**config.mk**
```make
export PLATFORM = sky130hd
export DESIGN_NAME = mem_io_responder
export DESIGN_NICKNAME = d
export VERILOG_FILES = /design/src/rtl/mem_io_responder.sv
export SDC_FILE = /design/constraint.sdc
export NUM_CORES = 1
export LEC_CHECK = 0
export ABC_AREA = 1
export BUFFER_PORTS_ARGS = -buffer_cell sky130_fd_sc_hd__buf_2
export CAP_MARGIN = 10
export CORE_MARGIN = 3
export CORE_UTILIZATION = 35
export CTS_BUF_LIST = sky130_fd_sc_hd__clkbuf_4 sky130_fd_sc_hd__clkbuf_8
export DETAILED_ROUTE_END_ITERATION = 8
export GPL_TIMING_DRIVEN = 0
export MAX_ROUTING_LAYER = met4
export SLEW_MARGIN = 30
export SYNTH_ARGS = -nofsm -noshare
export SYNTH_HDL_FRONTEND = slang
export SYNTH_SLANG_ARGS = --single-unit
export TNS_END_PERCENT = 10
```
**constraint.sdc**
```tcl
create_clock -name Clk -period 3.2 [get_ports Clk]
set_input_delay 0.64 -clock Clk [delete_from_list [all_inputs] [get_ports Clk]]
set_output_delay 0.64 -clock Clk [all_outputs]
set_load 0.02 [all_outputs]
```
**src/rtl/mem_io_responder.sv**
```systemverilog
// mem_io_responder
// Memory-side responder for the eLC-3 RAM port. Serves one request at a time:
// SRAM accesses run through a fixed number of wait states, while keyboard and
// display register accesses complete in a single cycle. R pulses for one cycle
// when each request completes.
//
// Optional feature macro: ELC3_MMIO_EN
//   defined   -> KBSR/KBDR/DSR/DDR registers are decoded at 0xFE00..0xFE06
//   undefined -> every address goes to SRAM and the keyboard/display ports are idle
module mem_io_responder #(
  parameter int WAIT_STATES = 2
) (
  input  logic        Clk,
  input  logic        Reset,
  input  logic [15:0] MAR,
  input  logic [15:0] MDR,
  input  logic        MIO_EN,
  input  logic        R_W,
  output logic [15:0] Data_Out,
  output logic        R,
  output logic [15:0] Sram_Addr,
  output logic [15:0] Sram_WData,
  input  logic [15:0] Sram_RData,
  output logic        Sram_CE,
  output logic        Sram_WE,
  input  logic [7:0]  Kbd_Data,
  input  logic        Kbd_Valid,
  output logic        Kbd_Ready,
  output logic [7:0]  Disp_Data,
  output logic        Disp_Valid,
  input  logic        Disp_Ready
);

  localparam logic [3:0]  WAIT_LOAD = 4'(WAIT_STATES);
  localparam logic [15:0] KBSR_ADDR = 16'hFE00;
  localparam logic [15:0] KBDR_ADDR = 16'hFE02;
  localparam logic [15:0] DSR_ADDR  = 16'hFE04;
  localparam logic [15:0] DDR_ADDR  = 16'hFE06;

  typedef enum logic [1:0] {
    IDLE   = 2'd0,
    ACCESS = 2'd1,
    DONE   = 2'd2
  } state_t;

  state_t      state;
  state_t      next_state;
  logic [3:0]  wait_cnt;
  logic        req_write;
  logic        start_sram;
  logic        start_io;
  logic        access_last;
  logic        io_hit;
  logic [15:0] io_rdata;

  // Next-state and per-cycle control decode
  always_comb begin
    next_state  = state;
    start_sram  = 1'b0;
    start_io    = 1'b0;
    access_last = 1'b0;
    case (state)
      IDLE: begin
        if (MIO_EN) begin
          if (io_hit) begin
            start_io   = 1'b1;
            next_state = DONE;
          end else begin
            start_sram = 1'b1;
            next_state = ACCESS;
          end
        end else begin
          next_state = IDLE;
        end
      end
      ACCESS: begin
        if (wait_cnt == 4'd0) begin
          access_last = 1'b1;
          next_state  = DONE;
        end else begin
          next_state  = ACCESS;
        end
      end
      DONE: begin
        next_state = IDLE;
      end
      default: begin
        next_state = IDLE;
      end
    endcase
  end

  // FSM state register
  always_ff @(posedge Clk or posedge Reset) begin
    if (Reset) begin
      state <= IDLE;
    end else begin
      state <= next_state;
    end
  end

  // Wait-state counter: loaded on an SRAM request, counts down through ACCESS
  always_ff @(posedge Clk or posedge Reset) begin
    if (Reset) begin
      wait_cnt <= 4'd0;
    end else if (start_sram) begin
      wait_cnt <= WAIT_LOAD;
    end else if ((state == ACCESS) && !access_last) begin
      wait_cnt <= wait_cnt - 4'd1;
    end
  end

  // Remember the direction of the request being served
  always_ff @(posedge Clk or posedge Reset) begin
    if (Reset) begin
      req_write <= 1'b0;
    end else if ((state == IDLE) && MIO_EN) begin
      req_write <= R_W;
    end
  end

  // SRAM port: load address/data/direction on entry to ACCESS, release on exit
  always_ff @(posedge Clk or posedge Reset) begin
    if (Reset) begin
      Sram_CE    <= 1'b0;
      Sram_WE    <= 1'b0;
      Sram_Addr  <= 16'h0000;
      Sram_WData <= 16'h0000;
    end else if (start_sram) begin
      Sram_CE    <= 1'b1;
      Sram_WE    <= R_W;
      Sram_Addr  <= MAR;
      Sram_WData <= MDR;
    end else if (access_last) begin
      Sram_CE    <= 1'b0;
      Sram_WE    <= 1'b0;
    end
  end

  // Ready pulse: high exactly for the DONE cycle
  always_ff @(posedge Clk or posedge Reset) begin
    if (Reset) begin
      R <= 1'b0;
    end else begin
      R <= (next_state == DONE);
    end
  end

  // Read data: register reads load on acceptance, SRAM reads on the last wait
  // state, so the value is present alongside R. Writes leave it untouched.
  always_ff @(posedge Clk or posedge Reset) begin
    if (Reset) begin
      Data_Out <= 16'h0000;
    end else if (start_io && !R_W) begin
      Data_Out <= io_rdata;
    end else if (access_last && !req_write) begin
      Data_Out <= Sram_RData;
    end
  end

`ifdef ELC3_MMIO_EN
  logic        kbsr15;
  logic [7:0]  kbdr;
  logic        dsr15;
  logic        io_active;
  logic [15:0] io_addr;
  logic [7:0]  io_wdata;
  logic        kbdr_read_done;
  logic        ddr_write_done;

  // DSR ready and a pending display character are mutually exclusive
  assign dsr15     = ~Disp_Valid;
  assign Kbd_Ready = ~kbsr15;

  assign io_hit = (MAR == KBSR_ADDR) || (MAR == KBDR_ADDR) ||
                  (MAR == DSR_ADDR)  || (MAR == DDR_ADDR);

  // Register read multiplexer, evaluated against the incoming address
  always_comb begin
    io_rdata = 16'h0000;
    case (MAR)
      KBSR_ADDR: io_rdata = {kbsr15, 15'd0};
      KBDR_ADDR: io_rdata = {8'h00, kbdr};
      DSR_ADDR:  io_rdata = {dsr15, 15'd0};
      default:   io_rdata = 16'h0000;
    endcase
  end

  // Capture register-access address/data; io_active marks its DONE cycle
  always_ff @(posedge Clk or posedge Reset) begin
    if (Reset) begin
      io_active <= 1'b0;
      io_addr   <= 16'h0000;
      io_wdata  <= 8'h00;
    end else if (start_io) begin
      io_active <= 1'b1;
      io_addr   <= MAR;
      io_wdata  <= MDR[7:0];
    end else begin
      io_active <= 1'b0;
    end
  end

  // Side effects are applied on the DONE->IDLE edge
  assign kbdr_read_done = io_active && !req_write && (io_addr == KBDR_ADDR);
  assign ddr_write_done = io_active &&  req_write && (io_addr == DDR_ADDR);

  // Keyboard status/data: accept a character only while the status is clear
  always_ff @(posedge Clk or posedge Reset) begin
    if (Reset) begin
      kbsr15 <= 1'b0;
      kbdr   <= 8'h00;
    end else if (Kbd_Valid && !kbsr15) begin
      kbsr15 <= 1'b1;
      kbdr   <= Kbd_Data;
    end else if (kbdr_read_done) begin
      kbsr15 <= 1'b0;
    end
  end

  // Display data: a DDR write is taken only when the display is ready
  always_ff @(posedge Clk or posedge Reset) begin
    if (Reset) begin
      Disp_Valid <= 1'b0;
      Disp_Data  <= 8'h00;
    end else if (ddr_write_done && dsr15) begin
      Disp_Valid <= 1'b1;
      Disp_Data  <= io_wdata;
    end else if (Disp_Valid && Disp_Ready) begin
      Disp_Valid <= 1'b0;
    end
  end
`else
  logic unused_mmio_inputs;

  assign io_hit     = 1'b0;
  assign io_rdata   = 16'h0000;
  assign Kbd_Ready  = 1'b0;
  assign Disp_Valid = 1'b0;
  assign Disp_Data  = 8'h00;
  assign unused_mmio_inputs = ^{Kbd_Data, Kbd_Valid, Disp_Ready};
`endif

endmodule

```
==> flow_metrics.env, run 1 <==
export IMPL_status="completed"
export IMPL_ys_seq_elements=58
export IMPL_ys_top_cells_by_count="nand2_1, dfrtp_1, inv_1"
export IMPL_finalPower_w=0.00341
export IMPL_fin_ws_ns=1.69
export IMPL_power_density_mw_per_mm2=1040
export IMPL_die_height_um=89.4
export IMPL_use_met1=0.179
export IMPL_synth_area_leaders="dfrtp_1, nand2_1, o21ai_2, inv_1, buf_4"
export IMPL_path_buf_inv=1
export IMPL_cts_buffer_depth=2
export IMPL_grt_pass1_wl_um=8510
export IMPL_die_x_um=89.4
export IMPL_yosysMostFrequentCell="nand2_1"
export IMPL_detail_route_vias_per_cell=4.22
export IMPL_holdBufCountCts=0
export IMPL_crit_type="register to primary output"
export IMPL_yosysSeqAreaShare=0.596
export IMPL_clkLatencyLatePin_ns=0.32
export IMPL_finalHoldViolCount=0
export IMPL_pin_count=123
export IMPL_wl_um=5430
export IMPL_yosys_warnings=0
export IMPL_critPathMaxStageDelay_ns=0.39
export IMPL_htreeDepth=3
export IMPL_drc=0
export IMPL_pre_cts_ws_ns=1.66
export IMPL_rsz0062_at_grt="no"
export IMPL_start_util=0.373
export IMPL_p_leak_nw=1.97
export IMPL_cp_arrival_ns=0.87
export IMPL_drtPass1Iterations=4
export IMPL_synth_top_area_cell="dfrtp_1"
export IMPL_synth_cell_types=21
export IMPL_setup_violations=0
export IMPL_max_cap_viol_count=0
export IMPL_finalMaxSlewViolations=0
export IMPL_fin_crit_ns=1.51
export IMPL_start_kind="register"
export IMPL_num_rows=29
export IMPL_min_path_type="input port to async pin"
export IMPL_critPathTopFamily="flip-flops"
export IMPL_area_growth_pct=34.2
export IMPL_post_cts_resized=0
export IMPL_crit_chain="buf_2"
export IMPL_routedWlPerCell_um=11.5
export IMPL_grtUsageMet2=0.228
export IMPL_cts_sinks=58
export IMPL_antenna_found_initial=0
export IMPL_dp_hpwl_um=4130
export IMPL_synthFlopType="dfrtp_1"
export IMPL_io_buffers=102
export IMPL_cts_buffers=9
export IMPL_grt_max_degree=40
export IMPL_cts_setup_buffers=0
export IMPL_busiest_layer="met2"
export IMPL_setup_tns_ns=0
export IMPL_track_usage=0.146
export IMPL_avgSynthCellArea_um2=9.12
export IMPL_max_freq_mhz=663
export IMPL_grt_met3_usage=0.0396
export IMPL_grt_pass1_vias=1837
export IMPL_die_area_mm2=0.00799
export IMPL_n_antenna_cell=0
export IMPL_nets=453
export IMPL_yosys_area_top_type_share=0.596
export IMPL_syn_instance_count=267
export IMPL_clk_pin_slew_worst_paths_ns=0.07
export IMPL_drive_above_1_share=0.403
export IMPL_slowest_stage="dfrtp_1"
export IMPL_ir_drop_mv=0.449
export IMPL_crit_fanout=2
export IMPL_drt_iter0_drc=67
export IMPL_grt_overflow_total=0
export IMPL_ys_async_sr_fraction=1.00
export IMPL_cp_required_ns=2.56
export IMPL_final_setup_skew_ns=0.00780
export IMPL_synth_edf_count=0
export IMPL_end_kind="primary output"
export IMPL_core_mm2=0.00653
export IMPL_vias=1991
export IMPL_gp_congestion=0.720
export IMPL_syn_area_mm2=0.00243
export IMPL_period_share=0.472
export IMPL_cts_tree="done"
export IMPL_cts_root_buf="clkbuf_8"
export IMPL_ant_nets=0
## layout make-up
| type | count | area, um^2 |
|---|---|---|
| multi-input combinational | 170 | 772 |
| clock inverter | 6 | 32.5 |
| tap | 77 | 96.3 |
| inverter | 28 | 108 |
| timing repair buffer | 103 | 531 |
| clock buffer | 10 | 138 |
| buffer | 20 | 140 |
| fill | 644 | 3260 |
| sequential | 58 | 1450 |
## report_power, final
| group | switching (W) | internal, W | total, W |
|---|---|---|---|
| Combinational | 0.00104 | 0.000543 | 0.00158 |
| Sequential | 0.000173 | 0.00109 | 0.00126 |
| Clock | 0.000276 | 0.000294 | 0.000570 |
| Total | 0.00149 | 0.00193 | 0.00341 |
## final timing paths
check                            start      endpoint  slack [ns]  cells after the start
min                              Reset  Sram_Addr[2]        0.26                      2
min reg2reg                    Sram_CE       Sram_CE        0.47                      2
max reg2reg                wait_cnt[0]   Data_Out[0]        1.81                      8
max in group asynchronous        Reset   Data_Out[5]        2.45                      3
max                        Data_Out[9]   Data_Out[9]        1.69                      1
min in group Clk               Sram_CE       Sram_CE        0.47                      2
## per-stage QoR
| stage | instance area [um^2] | util | std cells | hold WS [ns] |
|---|---|---|---|---|
| global placement | 3080 | 0.471 | 455 | 0.453 |
| finish | 3270 | 0.500 | 472 | 0.256 |
| detailed placement | 3100 | 0.474 | 456 | 0.459 |
| global route | 3270 | 0.500 | 472 | 0.260 |
| floorplan | 2470 | - | 276 | 0.533 |
| CTS | 3270 | 0.500 | 472 | 0.249 |
## cells by family (layout without fill, tap and decap cells)
| kind of cell | count (synthesis) | in the layout | synth area share |
|---|---|---|---|
| AOI/OAI and AO/OA | 20 | 20 | 0.0658 |
| xor gates and xnor gates | 1 | 1 | 0.00360 |
| adders and majority gates | 1 | 1 | 0.00514 |
| buffers and inverters | 48 | 167 | 0.101 |
| DFF | 58 | 58 | 0.596 |
| other | 1 | 10 | 0.00154 |
| and+or+nand+nor | 138 | 138 | 0.227 |
## metal layers
layer	wire length (um)	part of all wire	vias to the layer above
li1	-	-	1027
met1	2340	0.43	907
met2	2760	0.51	53
met3	272	0.050	4
met4	59	0.011	0
met5	0	0	-
## flip-flops by register name (all words and copies together) (netlist names)
register    count
Sram_WData     16
state           2
wait_cnt        4
Sram_Addr      16
Data_Out       16
R               1
req_write       1
Sram_WE         1
Sram_CE         1
## cell usage in the layout, fill, tap and decap left out, drive strengths merged, types with 2 or more instances in the layout
cell type and count:
nand3 8, nor2 2, dfrtp 58, clkbuf 13, conb 10, clkinv 5
nand2 127, o21ai 19, buf 120, inv 28
Note: power is estimated with default switching activity, not from simulation.
==> run 2: changes to the inputs <==
ABC_AREA = 0   (was 1)
clock period = 1.4 ns   (was 3.2 ns; I/O delays follow)
==> run 2 against run 1 <==
Against the previous run:
- the run now ends with setup timing left
- synthesized area down 2.8%
- setup slack worse by 2.0 ns
- clock power up 130%
- first-iteration DRC count down 21%
- largest power group unchanged
- highest routed layer unchanged
- critical endpoint is now Data_Out[6]
==> flow_metrics.env, run 2 <==
export IMPL_status="complete, but fails checks"
export IMPL_violations="setup timing"
export IMPL_io_buffers=102
export IMPL_crit_type="register to register"
export IMPL_cts_buffers=9
export IMPL_grt_pass1_vias=1856
export IMPL_max_freq_mhz=569
export IMPL_syn_instance_count=226
export IMPL_synth_top_area_cell="dfrtp_1"
export IMPL_reg2reg_depth=7
export IMPL_drive_above_1_share=0.478
export IMPL_setup_violations=47
export IMPL_yosys_warnings=0
export IMPL_r2r_setup_slack_ns=-0.36
export IMPL_detail_route_vias_per_cell=4.41
export IMPL_setup_tns_ns=-6.72
export IMPL_htreeDepth=3
export IMPL_synth_edf_count=0
export IMPL_drt_iter0_drc=53
export IMPL_ys_async_sr_fraction=1.00
export IMPL_die_area_mm2=0.00778
export IMPL_start_util=0.366
export IMPL_drc=0
export IMPL_clk_pin_slew_worst_paths_ns=0.07
export IMPL_yosys_area_top_type_share=0.613
export IMPL_whs_path_depth=3
export IMPL_nets=420
export IMPL_worstHoldEndpoint="Sram_WData[2]"
export IMPL_fin_ws_ns=-0.357
export IMPL_synth_cell_types=23
export IMPL_ir_drop_mv=0.947
export IMPL_cts_buffer_depth=2
export IMPL_fin_crit_ns=1.76
export IMPL_avgSynthCellArea_um2=10.5
export IMPL_fin_cells=439
export IMPL_finalMaxSlewViolations=0
export IMPL_period_share=1.25
export IMPL_max_cap_viol_count=0
export IMPL_end_kind="register"
export IMPL_power_density_mw_per_mm2=2380
export IMPL_clkLatencyLatePin_ns=0.32
export IMPL_r2r_end="Data_Out[6]"
export IMPL_r2r_start="wait_cnt[0]"
export IMPL_wl_um=5480
export IMPL_layout_common_cells="nand2_1, buf_2, dfrtp_1, buf_4"
export IMPL_cts_root_buf="clkbuf_8"
export IMPL_top_regs="Data_Out (16), Sram_Addr (16), Sram_WData (16)"
export IMPL_num_rows=29
export IMPL_min_path_type="input port to register"
export IMPL_pin_count=123
export IMPL_min_delay_start="MDR[2]"
export IMPL_syn_area_mm2=0.00237
export IMPL_die_height_um=88.2
export IMPL_gp_congestion=0.704
export IMPL_core_mm2=0.00646
export IMPL_vias=1936
export IMPL_drtPass1Iterations=6
export IMPL_ys_seq_elements=58
export IMPL_start_kind="register"
export IMPL_fin_area_mm2=0.00338
export IMPL_cp_arrival_ns=1.96
export IMPL_grt_max_degree=41
export IMPL_antenna_found_initial=0
export IMPL_dp_hpwl_um=3780
export IMPL_final_common_cell="nand2_1"
export IMPL_routedWlPerCell_um=12.5
export IMPL_synth_area_leaders="dfrtp_1, nand2_1, mux2_4, buf_4, mux2_2"
export IMPL_final_setup_skew_ns=0.00764
export IMPL_finalHoldViolCount=0
export IMPL_p_leak_nw=1.92
export IMPL_cts_tree="done"
export IMPL_cts_sinks=58
export IMPL_area_growth_pct=42.7
export IMPL_rsz0062_at_grt="yes"
export IMPL_yosysSeqAreaShare=0.613
export IMPL_synthFlopType="dfrtp_1"
export IMPL_n_antenna_cell=0
export IMPL_die_x_um=88.2
export IMPL_grt_overflow_total=0
export IMPL_crit_fanout=5
export IMPL_cp_required_ns=1.60
export IMPL_dp_cells=415
export IMPL_ys_top_cells_by_count="nand2_1, dfrtp_1, buf_4, mux2_4, clkbuf_1"
export IMPL_placedInstanceArea_mm2=0.00304
export IMPL_track_usage=0.151
export IMPL_yosysMostFrequentCell="nand2_1"
export IMPL_grt_pass1_wl_um=8670
export IMPL_ant_nets=0
-- run 2: cell types whose count changed after synthesis, moves of 5 or more --
cell / delta
mux2_2: +6
inv_1: -21
nand2_1: -22
nand3_1: -5
mux2_4: +10
o21ai_2: -16
-- run 2: power breakdown --
part           switching (W)  internal (W)  total [W]
Sequential          0.000447       0.00249    0.00294
Clock               0.000630      0.000699    0.00133
Combinational        0.00216       0.00162    0.00378
-- run 2: cell type report --
cell class | instances | area [um^2]
Timing Repair Buffer | 111 | 621
Fill cell | 610 | 3080
Buffer | 19 | 154
Multi-Input combinational cell | 153 | 853
Clock buffer | 11 | 145
Tap cell | 77 | 96.3
Inverter | 5 | 21.3
Clock inverter | 5 | 30.0
Sequential cell | 58 | 1460
-- run 2: metal layers --
layer  global-route usage  share of wire  up-vias  wire length (um)
li1                     -              -      947                 -
met1                0.191           0.44      880              2440
met2                0.216           0.44       98              2400
met3               0.0428          0.098       11               536
met4               0.0893          0.020        0               108
met5                    -              0        -                 0
-- run 2: critical path: stages, from the launching register on --
cell	delay, ns
dfrtp_1	0.40
inv_2	0.09
ha_4	0.15
nand2b_4	0.06
or3b_1	0.36
buf_6	0.15
buf_12	0.13
mux2_4	0.29
-- run 2: worst max-delay path by stage --
stage                      startpoint           end  cells past startpoint  slack (ns)
final                     wait_cnt[0]   Data_Out[6]                      7       -0.36
after global routing      wait_cnt[0]   Data_Out[4]                      7       -0.39
after CTS                 wait_cnt[0]   Data_Out[4]                      7       -0.38
after detailed placement  wait_cnt[0]   Data_Out[1]                      7       -0.49
after global placement          Reset  Sram_Addr[5]                      2       -1.04
after floorplan           wait_cnt[0]   Data_Out[0]                      7       -0.36
-- run 2: cell families (layout without fill, tap and decap cells) --
| logic type | after synthesis | count (layout) | synth area share |
|---|---|---|---|
| DFF | 58 | 58 | 0.613 |
| muxes | 19 | 19 | 0.105 |
| other | 1 | 10 | 0.00158 |
| adders and majority gates | 1 | 1 | 0.00529 |
| AOI/OAI and AO/OA | 6 | 6 | 0.0137 |
| buffers and inverters | 24 | 151 | 0.0576 |
| and+or+nand+nor | 117 | 117 | 0.204 |
-- run 2: repair_timing --
item / 4_1_cts / 5_1_grt
setup buffers: 5 / 1
pin swaps: 3 / 2
endpoints found under the setup margin: 55 / 55
hold buffers: 1 / 0
gates cloned: 1 / 0
gates resized for setup: 19 / 12
hold endpoints to repair: 18 / 0
-- run 2: through the flow --
step | hold slack (ns) | power (W) | utilization | worst slack (ns)
global placement | 0.453 | 0.00630 | 0.467 | -1.04
finish | 0.140 | 0.00804 | 0.523 | -0.357
global route | 0.133 | 0.00867 | 0.523 | -0.390
detailed placement | 0.241 | 0.00638 | 0.471 | -0.491
CTS | 0.123 | 0.00804 | 0.518 | -0.379
floorplan | 0.385 | 0.00522 | - | -0.359
